===== config.mk =====
export PLATFORM = sky130hd
export DESIGN_NAME = pong_game_ctrl
export DESIGN_NICKNAME = d
export VERILOG_FILES = /design/src/rtl/pong_pkg.sv /design/src/rtl/pong_game_ctrl_bcd2_sat_counter.sv /design/src/rtl/pong_game_ctrl.sv
export SDC_FILE = /design/constraint.sdc
export NUM_CORES = 1
export LEC_CHECK = 0
export BUFFER_PORTS_ARGS = -buffer_cell sky130_fd_sc_hd__clkbuf_2
export CORE_MARGIN = 3
export CORE_UTILIZATION = 61
export CTS_BUF_LIST = sky130_fd_sc_hd__clkbuf_4
export CTS_CLUSTER_DIAMETER = 100
export DETAILED_ROUTE_END_ITERATION = 8
export GPL_ROUTABILITY_DRIVEN = 0
export HOLD_SLACK_MARGIN = 0.08
export PLACE_DENSITY = 0.94
export SLEW_MARGIN = 0
export SYNTH_ARGS = -nofsm -noshare
export SYNTH_HDL_FRONTEND = slang
export SYNTH_SLANG_ARGS = --single-unit

===== constraint.sdc =====
create_clock -name clk -period 4.4 [get_ports clk]
set_clock_uncertainty 0.15 [all_clocks]
set_input_delay 0.88 -clock clk [delete_from_list [all_inputs] [get_ports clk]]
set_output_delay 0.88 -clock clk [all_outputs]
set_load 0.005 [all_outputs]

===== src/rtl/pong_pkg.sv =====
// Shared pong constants: screen size, ball/paddle geometry and the game
// state encoding. Also used by the ball, paddle and renderer blocks.
package pong_pkg;

  localparam int MAX_X     = 640;
  localparam int MAX_Y     = 480;
  localparam int BALL_SIZE = 10;
  localparam int PADDLE_W  = 10;
  localparam int PADDLE_H  = 100;

  // Encoding is visible on game_state: 0=IDLE 1=PLAY 2=MISS 3=OVER
  typedef enum logic [1:0] {
    ST_IDLE = 2'd0,
    ST_PLAY = 2'd1,
    ST_MISS = 2'd2,
    ST_OVER = 2'd3
  } state_e;

endpackage


===== src/rtl/pong_game_ctrl_bcd2_sat_counter.sv =====
// Two-digit BCD counter, 00..99, saturating at 99.
//   clk, rstn : clock, async active-low reset (clears to 00)
//   clr       : synchronous clear to 00, wins over inc
//   inc       : count up by one (no effect at 99)
//   q         : {tens, ones} BCD value, registered
module bcd2_sat_counter (
  input  logic       clk,
  input  logic       rstn,
  input  logic       clr,
  input  logic       inc,
  output logic [7:0] q
);

  logic [7:0] q_q, q_d;

  always_comb begin
    q_d = q_q;
    if (clr) begin
      q_d = 8'h00;
    end else if (inc && q_q != 8'h99) begin
      if (q_q[3:0] == 4'd9) q_d = {q_q[7:4] + 4'd1, 4'd0};
      else                  q_d = {q_q[7:4], q_q[3:0] + 4'd1};
    end
  end

  always_ff @(posedge clk or negedge rstn) begin
    if (!rstn) q_q <= 8'h00;
    else       q_q <= q_d;
  end

  assign q = q_q;

endmodule


===== src/rtl/pong_game_ctrl.sv =====
// Pong game-flow controller. Watches ball and paddle each frame, counts
// paddle hits into a BCD score, counts misses against lives and holds the
// ball block in reset while idle, during the post-miss pause and at game over.
//   clk, rstn          : clock, async active-low reset
//   refr_tick          : one-cycle frame pulse; game events sampled only here
//   btn_start          : raw start button (asynchronous)
//   ball_x/y, paddle_x/y : positions (left/top edges)
//   ball_rstn          : active-low reset to ball block (high only in PLAY)
//   score_bcd, lives   : score {tens,ones} and remaining lives
//   game_state         : current state, game_over high in OVER
//   hit_pulse          : one clk per counted paddle hit
module pong_game_ctrl #(
  parameter int BALL_SIZE   = pong_pkg::BALL_SIZE,
  parameter int PADDLE_W    = pong_pkg::PADDLE_W,
  parameter int PADDLE_H    = pong_pkg::PADDLE_H,
  parameter int MISS_X      = 630,
  parameter int MISS_X_MAX  = 700,
  parameter int LIVES_INIT  = 3,
  parameter int HOLD_FRAMES = 60
) (
  input  logic       clk,
  input  logic       rstn,
  input  logic       refr_tick,
  input  logic       btn_start,
  input  logic [9:0] ball_x,
  input  logic [9:0] ball_y,
  input  logic [9:0] paddle_x,
  input  logic [9:0] paddle_y,
  output logic       ball_rstn,
  output logic [7:0] score_bcd,
  output logic [1:0] lives,
  output logic [1:0] game_state,
  output logic       game_over,
  output logic       hit_pulse
);
  import pong_pkg::*;

  localparam int HW = $clog2(HOLD_FRAMES + 1);

  state_e          state_q, state_d;
  logic [1:0]      lives_q, lives_d;
  logic [HW-1:0]   hold_q, hold_d;
  logic            ovl_prev_q, ovl_prev_d;
  logic            hit_q, hit_d;
  logic            ball_rstn_q, ball_rstn_d;
  logic            game_over_q, game_over_d;
  logic            sync1_q, sync2_q, sync3_q;
  logic            start_evt, ovl, miss, score_clr, score_inc;

  // sync3_q is the previous synchronized level, used for edge detection
  always_ff @(posedge clk or negedge rstn) begin
    if (!rstn) begin
      sync1_q <= 1'b0;
      sync2_q <= 1'b0;
      sync3_q <= 1'b0;
    end else begin
      sync1_q <= btn_start;
      sync2_q <= sync1_q;
      sync3_q <= sync2_q;
    end
  end

  assign start_evt = sync2_q & ~sync3_q;

  // 11-bit sums so ball/paddle near 1023 cannot wrap into a false overlap
  assign ovl = ({1'b0, ball_x} + 11'(BALL_SIZE) >= {1'b0, paddle_x}) &&
               ({1'b0, ball_x} <= {1'b0, paddle_x} + 11'(PADDLE_W)) &&
               ({1'b0, ball_y} + 11'(BALL_SIZE) >= {1'b0, paddle_y}) &&
               ({1'b0, ball_y} <= {1'b0, paddle_y} + 11'(PADDLE_H));

  // Upper bound rejects the ball block's left-edge wrap values (e.g. 1022)
  assign miss = (ball_x >= 10'(MISS_X)) && (ball_x < 10'(MISS_X_MAX));

  always_comb begin
    state_d    = state_q;
    lives_d    = lives_q;
    hold_d     = hold_q;
    ovl_prev_d = ovl_prev_q;
    hit_d      = 1'b0;
    score_clr  = 1'b0;
    score_inc  = 1'b0;
    case (state_q)
      ST_IDLE, ST_OVER: begin
        if (start_evt) begin
          score_clr  = 1'b1;
          lives_d    = 2'(LIVES_INIT);
          ovl_prev_d = 1'b0;
          state_d    = ST_PLAY;
        end
      end
      ST_PLAY: begin
        if (refr_tick) begin
          ovl_prev_d = ovl;
          if (miss) begin
            lives_d = (lives_q != 2'd0) ? lives_q - 2'd1 : 2'd0;
            hold_d  = '0;
            state_d = ST_MISS;
          end else if (ovl && !ovl_prev_q) begin
            score_inc = 1'b1;
            hit_d     = 1'b1;
          end
        end
      end
      ST_MISS: begin
        if (refr_tick) begin
          if (hold_q == HW'(HOLD_FRAMES - 1)) begin
            ovl_prev_d = 1'b0;
            state_d    = (lives_q == 2'd0) ? ST_OVER : ST_PLAY;
          end else begin
            hold_d = hold_q + 1'b1;
          end
        end
      end
      default: state_d = ST_IDLE;
    endcase
    // Outputs follow the next state so they change on the transition edge
    ball_rstn_d = (state_d == ST_PLAY);
    game_over_d = (state_d == ST_OVER);
  end

  always_ff @(posedge clk or negedge rstn) begin
    if (!rstn) begin
      state_q     <= ST_IDLE;
      lives_q     <= 2'(LIVES_INIT);
      hold_q      <= '0;
      ovl_prev_q  <= 1'b0;
      hit_q       <= 1'b0;
      ball_rstn_q <= 1'b0;
      game_over_q <= 1'b0;
    end else begin
      state_q     <= state_d;
      lives_q     <= lives_d;
      hold_q      <= hold_d;
      ovl_prev_q  <= ovl_prev_d;
      hit_q       <= hit_d;
      ball_rstn_q <= ball_rstn_d;
      game_over_q <= game_over_d;
    end
  end

  bcd2_sat_counter u_score (
    .clk  (clk),
    .rstn (rstn),
    .clr  (score_clr),
    .inc  (score_inc),
    .q    (score_bcd)
  );

  assign ball_rstn  = ball_rstn_q;
  assign lives      = lives_q;
  assign game_state = state_q;
  assign game_over  = game_over_q;
  assign hit_pulse  = hit_q;

endmodule


==> impl_metrics.json <==
{
  "areaGrowthSynthToFinish_pct": 14.1,
  "fin_area_mm2": 0.00309,
  "antenna_found_initial": 0,
  "yosysTopAreaCell": "ha_1",
  "grt_usage": 0.245,
  "cts_buffer_depth": 2,
  "critPathKind": "primary input to flop",
  "first_global_vias": 2507,
  "initial_core_util": 0.653,
  "cp_num_buf_inv": 1,
  "min_period_ns": 3.93,
  "cts-resized-gates": 0,
  "final_cell_mix": "58 x clkbuf_2, 49 x ha_1, 37 x inv_1, 26 x a21oi_1, 24 x xnor2_1",
  "p_leak_uw": 0.00155,
  "rsz0062_at_grt": "false",
  "start_kind": "primary input",
  "final_common_cell": "clkbuf_2",
  "drv_slew": 0,
  "die_w_um": 72.6,
  "async_reset_ff_frac": 1.00,
  "timing.final.ws_setup_ns": 0.467,
  "die_h_um": 72.6,
  "design.die.area_mm2": 0.00527,
  "clock.fmax_mhz": 254,
  "synth_area_leaders": "ha_1 23%, dfrtp_1 21%, xnor2_1 7.8%",
  "cts_tree": "yes",
  "placementRows": 23,
  "maxCapViolCount": 0,
  "diodes": 0,
  "hold_viol_final": 0,
  "cts_sinks": 25,
  "pre_cts_ws_ns": 0.207,
  "layout-drive-gt1-share": 0.177,
  "placed_cell_area_mm2": 0.00306,
  "fillers": 304,
  "dpl.hpwl_um": 5160,
  "clk_pin_slew_worst_paths_ns": 0.15,
  "setup_viol": 0,
  "synth_seq_cells": 25,
  "totalNegativeSetupSlack_ns": 0,
  "htreeDepth": 1,
  "powerDensity_mw_per_mm2": 276,
  "mappedNetlistArea_mm2": 0.00271,
  "cp-end-kind": "flop",
  "grt_pass1_wl_um": 10600,
  "grt-ovfl-total": 0,
  "finalPower_uw": 851,
  "vias_per_cell": 5.92,
  "worst_hold_path_type": "flop to flop",
  "crit_path_cell_trace": "clkbuf_2, ha_1, a21oi_1, a21o_1, xnor2_1, ha_1, a21o_1, a211oi_1, o221ai_1, o311ai_0, o211ai_1, or4_1, a21oi_1",
  "arrival_ns": 4.02,
  "core_mm2": 0.00414,
  "critPathRequiredTime_ns": 4.48,
  "insertion_delay_ns": 0.32,
  "critPathTopFamily": "compound AO/OA/AOI/OAI gates",
  "clk_root_buffer_cell": "clkbuf_4",
  "vias": 2604,
  "yosys_warnings": 0,
  "relSlewSlack": 0.445,
  "ir_drop_uv": 154,
  "io_buffers": 58,
  "synth_flop_cell": "dfrtp_1",
  "post-cts-setup-buffers": 0,
  "holdWs_ns": 0.238,
  "syn_inst": 329,
  "yosysTopAreaCellShare": 0.226,
  "synth_nets": 422,
  "syn_avg_cell_area_um2": 8.23,
  "synth_edf_count": 0,
  "yosysUniqueCellTypes": 46,
  "status": "finished, final reports clean",
  "drc": 0,
  "first_pass_iters": 6,
  "period_share": 0.894,
  "wl_um": 6140,
  "slowest_delay_ns": 0.61,
  "crit_slowest_cell": "or4_1",
  "holdBufCountCts": 0,
  "layout.nets": 484,
  "seq_area_frac_synth": 0.232,
  "numCtsBuffers": 3,
  "wire_per_inst_um": 13.9,
  "drt_iter0_drc": 194,
  "crit_fanout": 13,
  "drt.antenna.violating_nets": 0,
  "ios": 59,
  "grt_max_degree": 26,
  "worst_slew_pin_slew_ns": 0.830
}
==> worst paths after layout <==
check	startpoint	endpoint	slack, ns	cells past startpoint
max in group asynchronous	rstn	u_score.q[7]	3.30	1
worst min-delay path	sync2_q	sync3_q	0.24	0
worst max register to register	game_state[1]	u_score.q[7]	1.65	7
min in group asynchronous	rstn	game_state[0]	0.39	1
worst min register to register	sync2_q	sync3_q	0.24	0
worst max-delay path	paddle_y[2]	u_score.q[7]	0.47	13
==> registers in the layout (all words and copies together) (netlist names) <==
| signal | flops |
|---|---|
| ball_rstn | 1 |
| game_over | 1 |
| game_state | 2 |
| hit_pulse | 1 |
| hold_q | 6 |
| lives | 2 |
| ovl_prev_q | 1 |
| sync1_q | 1 |
| sync2_q | 1 |
| sync3_q | 1 |
| u_score.q | 8 |
==> worst register-to-register path: cells and delay by family, from the launching register on <==
family | cells | cell delay (ns)
AND/OR/NAND/NOR | 4 | 1.50
flip-flops | 1 | 0.44
adder cells (fa/ha/maj) | 1 | 0.29
AO/OA/AOI/OAI | 1 | 0.20
buffers and inverters | 1 | 0.09
==> per-layer routing <==
layer / GRT usage / wire length [µm]
met4: 0.0861 / 126
met5: 0 / 0
met1: 0.317 / 2670
met3: 0.0193 / 311
met2: 0.427 / 3030
==> cell families (layout without fill, tap and decap cells) <==
logic type | count (synthesis) | after routing | synth area share
and+or+nand+nor | 103 | 103 | 0.195
xor gates and xnor gates | 32 | 32 | 0.104
muxes | 3 | 3 | 0.0116
DFF | 25 | 25 | 0.232
AOI/OAI and AO/OA | 78 | 78 | 0.177
buffers and inverters | 39 | 100 | 0.0545
adders and majority gates | 49 | 49 | 0.226
==> power by group <==
group / internal (µW) / switching [µW] / total [µW]
Clock: 34.7 / 70.0 / 105
Combinational: 176 / 234 / 410
Sequential: 286 / 50.6 / 336
Total: 497 / 354 / 851
==> cell usage after synthesis (2+ instances only) <==
library cell / instances
mux2i_1: 2
a211oi_1: 4
xor2_1: 8
nand3_1: 15
nand3b_1: 2
a21oi_1: 26
a221oi_1: 2
and3_1: 2
or3_1: 5
nor3_1: 6
o21ai_0: 22
xnor2_1: 24
o211ai_1: 2
dfstp_2: 2
o31ai_1: 4
or4_1: 5
ha_1: 49
dfrtp_1: 23
nor2b_1: 5
nor2_1: 19
nand2b_1: 2
nand2_1: 23
nand4_1: 13
inv_1: 37
a21o_1: 6
==> metrics by stage <==
stage,utilization,cells
after floorplan,-,329
after global placement,0.738,436
after global routing,0.745,440
after detailed placement,0.738,436
final,0.745,440
after CTS,0.745,440
==> layout make-up <==
type | instances | area [µm²] | share of cell area
multi-input cells | 265 | 1930 | 0.625
flip-flops and latches | 25 | 628 | 0.203
repair buffers | 59 | 298 | 0.0964
inverters | 37 | 139 | 0.0450
well taps | 50 | 62.6 | 0.0203
clock buffers | 3 | 22.5 | 0.00729
clock inverters | 1 | 7.51 | 0.00243
Note: power is estimated with default switching activity, not from simulation.
